File: config.mk
export PLATFORM = sky130hd
export DESIGN_NAME = pipe_ctrl
export DESIGN_NICKNAME = d
export VERILOG_FILES = /design/src/rtl/pipe_ctrl.sv
export SDC_FILE = /design/constraint.sdc
export NUM_CORES = 1
export LEC_CHECK = 0
export CAP_MARGIN = 20
export CORE_ASPECT_RATIO = 2
export CORE_MARGIN = 2
export CORE_UTILIZATION = 42
export DETAILED_ROUTE_END_ITERATION = 10
export MAX_ROUTING_LAYER = met4
export PLACE_DENSITY = 0.86
export SLEW_MARGIN = 5
export SYNTH_ARGS = -nofsm -noshare
export SYNTH_HDL_FRONTEND = slang
export SYNTH_SLANG_ARGS = --single-unit
File: constraint.sdc
create_clock -name clk -period 5.47 [get_ports clk]
set_input_delay 1.641 -clock clk [delete_from_list [all_inputs] [get_ports clk]]
set_output_delay 1.641 -clock clk [all_outputs]
set_load 0.01 [all_outputs]
File: src/rtl/pipe_ctrl.sv
`default_nettype none
// ============================================================================
//  Module   : pipe_ctrl
//  Purpose  : Pipeline hazard controller for a 5-stage in-order core.
//             Produces per-stage hold vectors for memory-bus waits,
//             multi-cycle divides and load-use hazards, redirects the PC
//             on taken jumps, flags bus timeouts and counts stalled cycles.
//  Ports    : clk, rst                 - clock, synchronous active-high reset
//             de_rs*_addr/_used        - source operands of decode instruction
//             alu_is_load/_wr_reg_*    - destination info of ALU instruction
//             div_start, div_done      - multi-cycle divider handshake
//             mem_req, mem_ack         - memory-stage bus request/completion
//             jump_flag, jump_addr     - taken branch/jump from ALU stage
//             stall[5:0]               - hold: PC, IF/DE, DE/ALU, ALU/MEM,
//                                        MEM/WB, WB
//             flush, flush_pc          - PC redirect and front-end clear
//             bus_err                  - 1-cycle pulse after bus timeout
//             stall_cycles             - count of cycles with any stall
//  Revision : 1.0 - initial release
// ============================================================================
module pipe_ctrl #(
    parameter int BUS_TIMEOUT = 16
) (
    input  logic        clk,
    input  logic        rst,
    input  logic [4:0]  de_rs1_addr,
    input  logic [4:0]  de_rs2_addr,
    input  logic        de_rs1_used,
    input  logic        de_rs2_used,
    input  logic        alu_is_load,
    input  logic        alu_wr_reg_en,
    input  logic [4:0]  alu_wr_reg_addr,
    input  logic        div_start,
    input  logic        div_done,
    input  logic        mem_req,
    input  logic        mem_ack,
    input  logic        jump_flag,
    input  logic [31:0] jump_addr,
    output logic [5:0]  stall,
    output logic        flush,
    output logic [31:0] flush_pc,
    output logic        bus_err,
    output logic [31:0] stall_cycles
);

    localparam int              CNT_W       = $clog2(BUS_TIMEOUT + 1);
    localparam logic [CNT_W-1:0] C_TIMEOUT   = CNT_W'(BUS_TIMEOUT);
    localparam logic [CNT_W-1:0] C_CNT_ONE   = CNT_W'(1);
    localparam logic [5:0]      C_STALL_BUS  = 6'b011111;
    localparam logic [5:0]      C_STALL_DIV  = 6'b001111;
    localparam logic [5:0]      C_STALL_LU   = 6'b000111;
    localparam logic [5:0]      C_STALL_NONE = 6'b000000;

    typedef enum logic [1:0] {
        S_IDLE     = 2'd0,
        S_DIV_WAIT = 2'd1,
        S_BUS_WAIT = 2'd2
    } state_t;

    state_t             state_q, state_d;
    logic [CNT_W-1:0]   wait_cnt_q, wait_cnt_d;
    logic               bus_err_q, bus_err_d;
    logic [31:0]        stall_cycles_q, stall_cycles_d;

    logic               bus_wait;
    logic               load_use;
    logic [5:0]         hold;

    // A bus request is still outstanding when it has not been acknowledged
    // in the same cycle.
    assign bus_wait = mem_req & ~mem_ack;

    // Register x0 never creates a dependency.
    assign load_use = alu_is_load & alu_wr_reg_en & (alu_wr_reg_addr != 5'd0) &
                      ((de_rs1_used & (de_rs1_addr == alu_wr_reg_addr)) |
                       (de_rs2_used & (de_rs2_addr == alu_wr_reg_addr)));

    always_comb begin
        state_d        = state_q;
        wait_cnt_d     = wait_cnt_q;
        bus_err_d      = 1'b0;
        hold           = C_STALL_NONE;
        stall          = C_STALL_NONE;
        flush          = 1'b0;
        flush_pc       = 32'd0;
        stall_cycles_d = stall_cycles_q;

        case (state_q)
            S_IDLE: begin
                // A bus wait outranks a divide launch; the held ALU stage
                // re-presents div_start once the bus completes.
                if (bus_wait) begin
                    hold       = C_STALL_BUS;
                    state_d    = S_BUS_WAIT;
                    wait_cnt_d = C_CNT_ONE;
                end else if (div_start) begin
                    hold    = C_STALL_DIV;
                    state_d = S_DIV_WAIT;
                end
            end
            S_DIV_WAIT: begin
                // A bus wait only widens the hold; the divide keeps
                // running, so the state stays put.
                if (div_done) begin
                    state_d = S_IDLE;
                end
                if (bus_wait) begin
                    hold = C_STALL_BUS;
                end else if (!div_done) begin
                    hold = C_STALL_DIV;
                end
            end
            S_BUS_WAIT: begin
                if (mem_ack) begin
                    state_d    = S_IDLE;
                    wait_cnt_d = '0;
                end else if (wait_cnt_q == C_TIMEOUT) begin
                    // Force release; the error pulse appears next cycle.
                    state_d    = S_IDLE;
                    wait_cnt_d = '0;
                    bus_err_d  = 1'b1;
                end else begin
                    hold       = C_STALL_BUS;
                    wait_cnt_d = wait_cnt_q + C_CNT_ONE;
                end
            end
            default: begin
                state_d    = S_IDLE;
                wait_cnt_d = '0;
            end
        endcase

        stall = hold;
        // A jump can only redirect when ALU/MEM is moving; a redirect kills
        // the decode instruction, so its load-use stall is moot.
        if (jump_flag && !hold[3]) begin
            flush    = 1'b1;
            flush_pc = jump_addr;
        end else if (hold == C_STALL_NONE && load_use) begin
            stall = C_STALL_LU;
        end

        if (rst) begin
            stall    = C_STALL_NONE;
            flush    = 1'b0;
            flush_pc = 32'd0;
        end

        if (stall != C_STALL_NONE) begin
            stall_cycles_d = stall_cycles_q + 32'd1;
        end
    end

    always_ff @(posedge clk) begin
        if (rst) begin
            state_q        <= S_IDLE;
            wait_cnt_q     <= '0;
            bus_err_q      <= 1'b0;
            stall_cycles_q <= 32'd0;
        end else begin
            state_q        <= state_d;
            wait_cnt_q     <= wait_cnt_d;
            bus_err_q      <= bus_err_d;
            stall_cycles_q <= stall_cycles_d;
        end
    end

    assign bus_err      = bus_err_q;
    assign stall_cycles = stall_cycles_q;

endmodule
`default_nettype wire

==> impl_metrics.py <==
metrics = {
    "timing": {
        "clock_skew_ns": 0.00369,
        "worst_slew_pin_slew_ns": 0.661,
        "worst_slack_ns": 0.162,
        "timing.hold.ws_ns": 0.495,
        "relSlewSlack": 0.557,
        "finalCritPeriodShare": 0.970,
        "clock.fmax_mhz": 188,
        "final-setup-viol-count": 0,
        "hold_viol": 0,
        "post-route-min-period_ns": 5.31,
        "tns_ns": 0,
        "grt_setup_unrepaired": "false",
        "slew_viol_final": 0,
    },
    "grt": {
        "use_met1": 0.276,
        "grt.overflow.total": 0,
        "grt_pass1_wl_microns": 11700,
        "grt_pass1_vias": 2460,
        "groute.usage.overall": 0.233,
        "grt_util_met2": 0.383,
        "met3_usage": 0.0525,
        "grt_max_degree": 63,
        "antenna_found_initial": 0,
        "grt-busiest-layer": "met2",
    },
    "clocking": {
        "cts_max_path_buffers": 2,
        "cts_setup_buffers": 0,
        "clk_latency_ns": 0.28,
        "cts.reportedPaths.clkPinSlew_ns": 0.06,
        "hold_buffers": 0,
        "cts_resized": 0,
        "clock-sinks": 40,
        "cts_buffers": 5,
        "h-tree-depth": 2,
        "root_buffer": "clkbuf_16",
        "cts_tree": "done",
    },
    "floorplan": {
        "rows": 39,
        "die_h_microns": 111,
        "die_w_microns": 57.4,
        "core_sq_um": 5610,
        "start_util": 0.427,
        "num_io_pins": 130,
        "dieArea_sq_um": 6360,
    },
    "placed_design": {
        "dpl_worst_slack_ns": 0.165,
        "post_dp_cell_area_sq_um": 3690,
        "hpwl_microns": 5380,
        "gp_congestion": 0.785,
        "port-buffer-count": 128,
        "dp_cells": 470,
    },
    "synth": {
        "synth_ff_type": "dfxtp_1",
        "synth_edf_count": 0,
        "synth_warnings": 0,
        "syn_inst": 295,
        "syn_area_sq_um": 2400,
        "ys_seq_elements": 40,
        "syn_area_per_cell_sq_um": 8.13,
        "yosysTopAreaCell": "dfxtp_1",
        "netlist.area_leader.share": 0.334,
        "synthTopCellsByArea": "dfxtp_1 (33%), and2_1 (9.9%), or3_1 (6.5%)",
        "syn-num-nets": 356,
        "synth-seq-area-share": 0.334,
        "synth_cell_types": 42,
        "synthArstFlopShare": 0,
    },
    "cells_and_area": {
        "n_antenna_cell": 0,
        "seq_area_sq_um": 801,
        "fin_cells": 478,
        "drive_gt1_frac": 0.0432,
        "area.growth.synth_to_final_pct": 60.0,
        "fin_area_sq_um": 3840,
        "finish.utilization": 0.684,
        "nets": 477,
        "multi_input_area_sq_um": 1470,
        "fillers": 442,
    },
    "worst_setup_path": {
        "worstRegToRegCells": 10,
        "slowest_stage": "clkdlybuf4s50_1",
        "rr_startpoint": "wait_cnt_q[0]",
        "path_max_fanout": 32,
        "worstSetupPathType": "in2out",
        "cpMostUsedCell": "clkdlybuf4s50_1",
        "crit_chain": "clkdlybuf4s50_1 > nand2b_1 > a2bb2oi_2 > and4_1 > buf_12 > and2_1 > clkdlybuf4s50_1",
        "cp_data_arrival_time_ns": 3.67,
        "reg2reg_to": "stall_cycles[14]",
        "end_kind": "output pin",
        "critPathMaxStageDelay_ns": 0.55,
        "critPathRequiredTime_ns": 3.83,
        "reg2reg_slack_ns": 3.04,
        "critPathLaunchType": "primary input",
    },
    "pwr": {
        "powerDensity_nw_per_um2": 190,
        "leakage_nw": 1.30,
        "vdd_ir_drop_max_mv": 0.242,
        "power.total_mw": 0.729,
    },
    "routing": {
        "drc": 0,
        "wl_per_cell_microns": 15.3,
        "via_per_inst": 5.49,
        "wl_microns": 7300,
        "dr.pass1.iters": 4,
        "ant_nets": 0,
        "routed-via-count": 2623,
        "drt_iter0_markers": 85,
    },
    "flow_run": {
        "maxCapViolations": 0,
    },
    "worst_hold_path": {
        "min_path_type": "reg2reg",
        "holdPathEnd": "stall_cycles[27]",
        "holdPathStages": 2,
        "hp-start": "stall_cycles[27]",
    },
    "run_status": {
        "status": "finished clean",
    },
}
-- per-layer routing --
metal / vias to the layer above / routed length (microns)
met5: - / 0
met1: 1198 / 2930
met4: 0 / 101
met3: 12 / 567
met2: 114 / 3700
li1: 1299 / -
-- placed cells by master (no fill, tap or decap), types with 2 or more instances in the layout --
cell	n
or3_1	25
xor2_1	4
clkbuf_16	5
xnor2_1	10
ha_1	3
nand3_1	8
or4_1	4
nand2_1	20
o21ai_0	18
and2_1	38
inv_1	5
and4_1	5
and3_1	8
nand2b_1	4
o21ai_1	6
nor2_1	13
nand4_1	13
clkdlybuf4s50_1	128
buf_4	3
a21o_1	2
dfxtp_1	40
a21oi_1	29
o31ai_1	5
-- cells in the mapped netlist, drive strengths merged, types with 8 or more instances --
library cell and number:
nand4 13, nand2 20, or3 25, clkbuf 10, xnor2 10, nor2 13, buf 8, o21ai 24
nand3 8, a21oi 30, dfxtp 40, and2 38, and3 8
-- state kept, by name (all words and copies together) (netlist names) --
name	count
stall_cycles	32
wait_cnt_q	5
state_q	2
bus_err	1
-- cell families (layout without fill, tap and decap cells) --
| logic type | Yosys count | in the layout | synth area share |
|---|---|---|---|
| fa+ha+maj | 3 | 3 | 0.0157 |
| other cells | 1 | 1 | 0.00156 |
| buf+inv | 23 | 145 | 0.0543 |
| mux | 1 | 1 | 0.00418 |
| simple gates | 142 | 142 | 0.353 |
| xor+xnor | 14 | 14 | 0.0511 |
| flops | 40 | 40 | 0.334 |
| compound gates | 71 | 71 | 0.186 |
-- cell type report --
cell class	instances	area share
inverter	5	0.00489
clock buffer	7	0.0372
timing repair buffer	132	0.345
tap	61	0.0199
sequential	40	0.209
clock inverter	1	0.00196
multi-input combinational	232	0.382
-- worst max-delay path: cells and delay by family --
family / cells / cell delay [ns]
AOI/OAI and AO/OA: 1 / 0.17
buffers and inverters: 3 / 1.24
and+or+nand+nor: 3 / 0.61
-- power by group --
group	switching (mW)	internal, mW
Sequential	0.00484	0.295
Clock	0.112	0.181
Combinational	0.0555	0.0807
-- worst max-delay path by stage --
stage                  from      endpoint  cells after the start
finish              mem_ack  flush_pc[21]                      7
floorplan           mem_ack      stall[1]                      8
global placement    mem_ack  flush_pc[19]                      7
global route        mem_ack   flush_pc[7]                      7
detailed placement  mem_ack  flush_pc[21]                      7
CTS                 mem_ack  flush_pc[21]                      7
No activity file was read; power rests on OpenSTA's default activity.
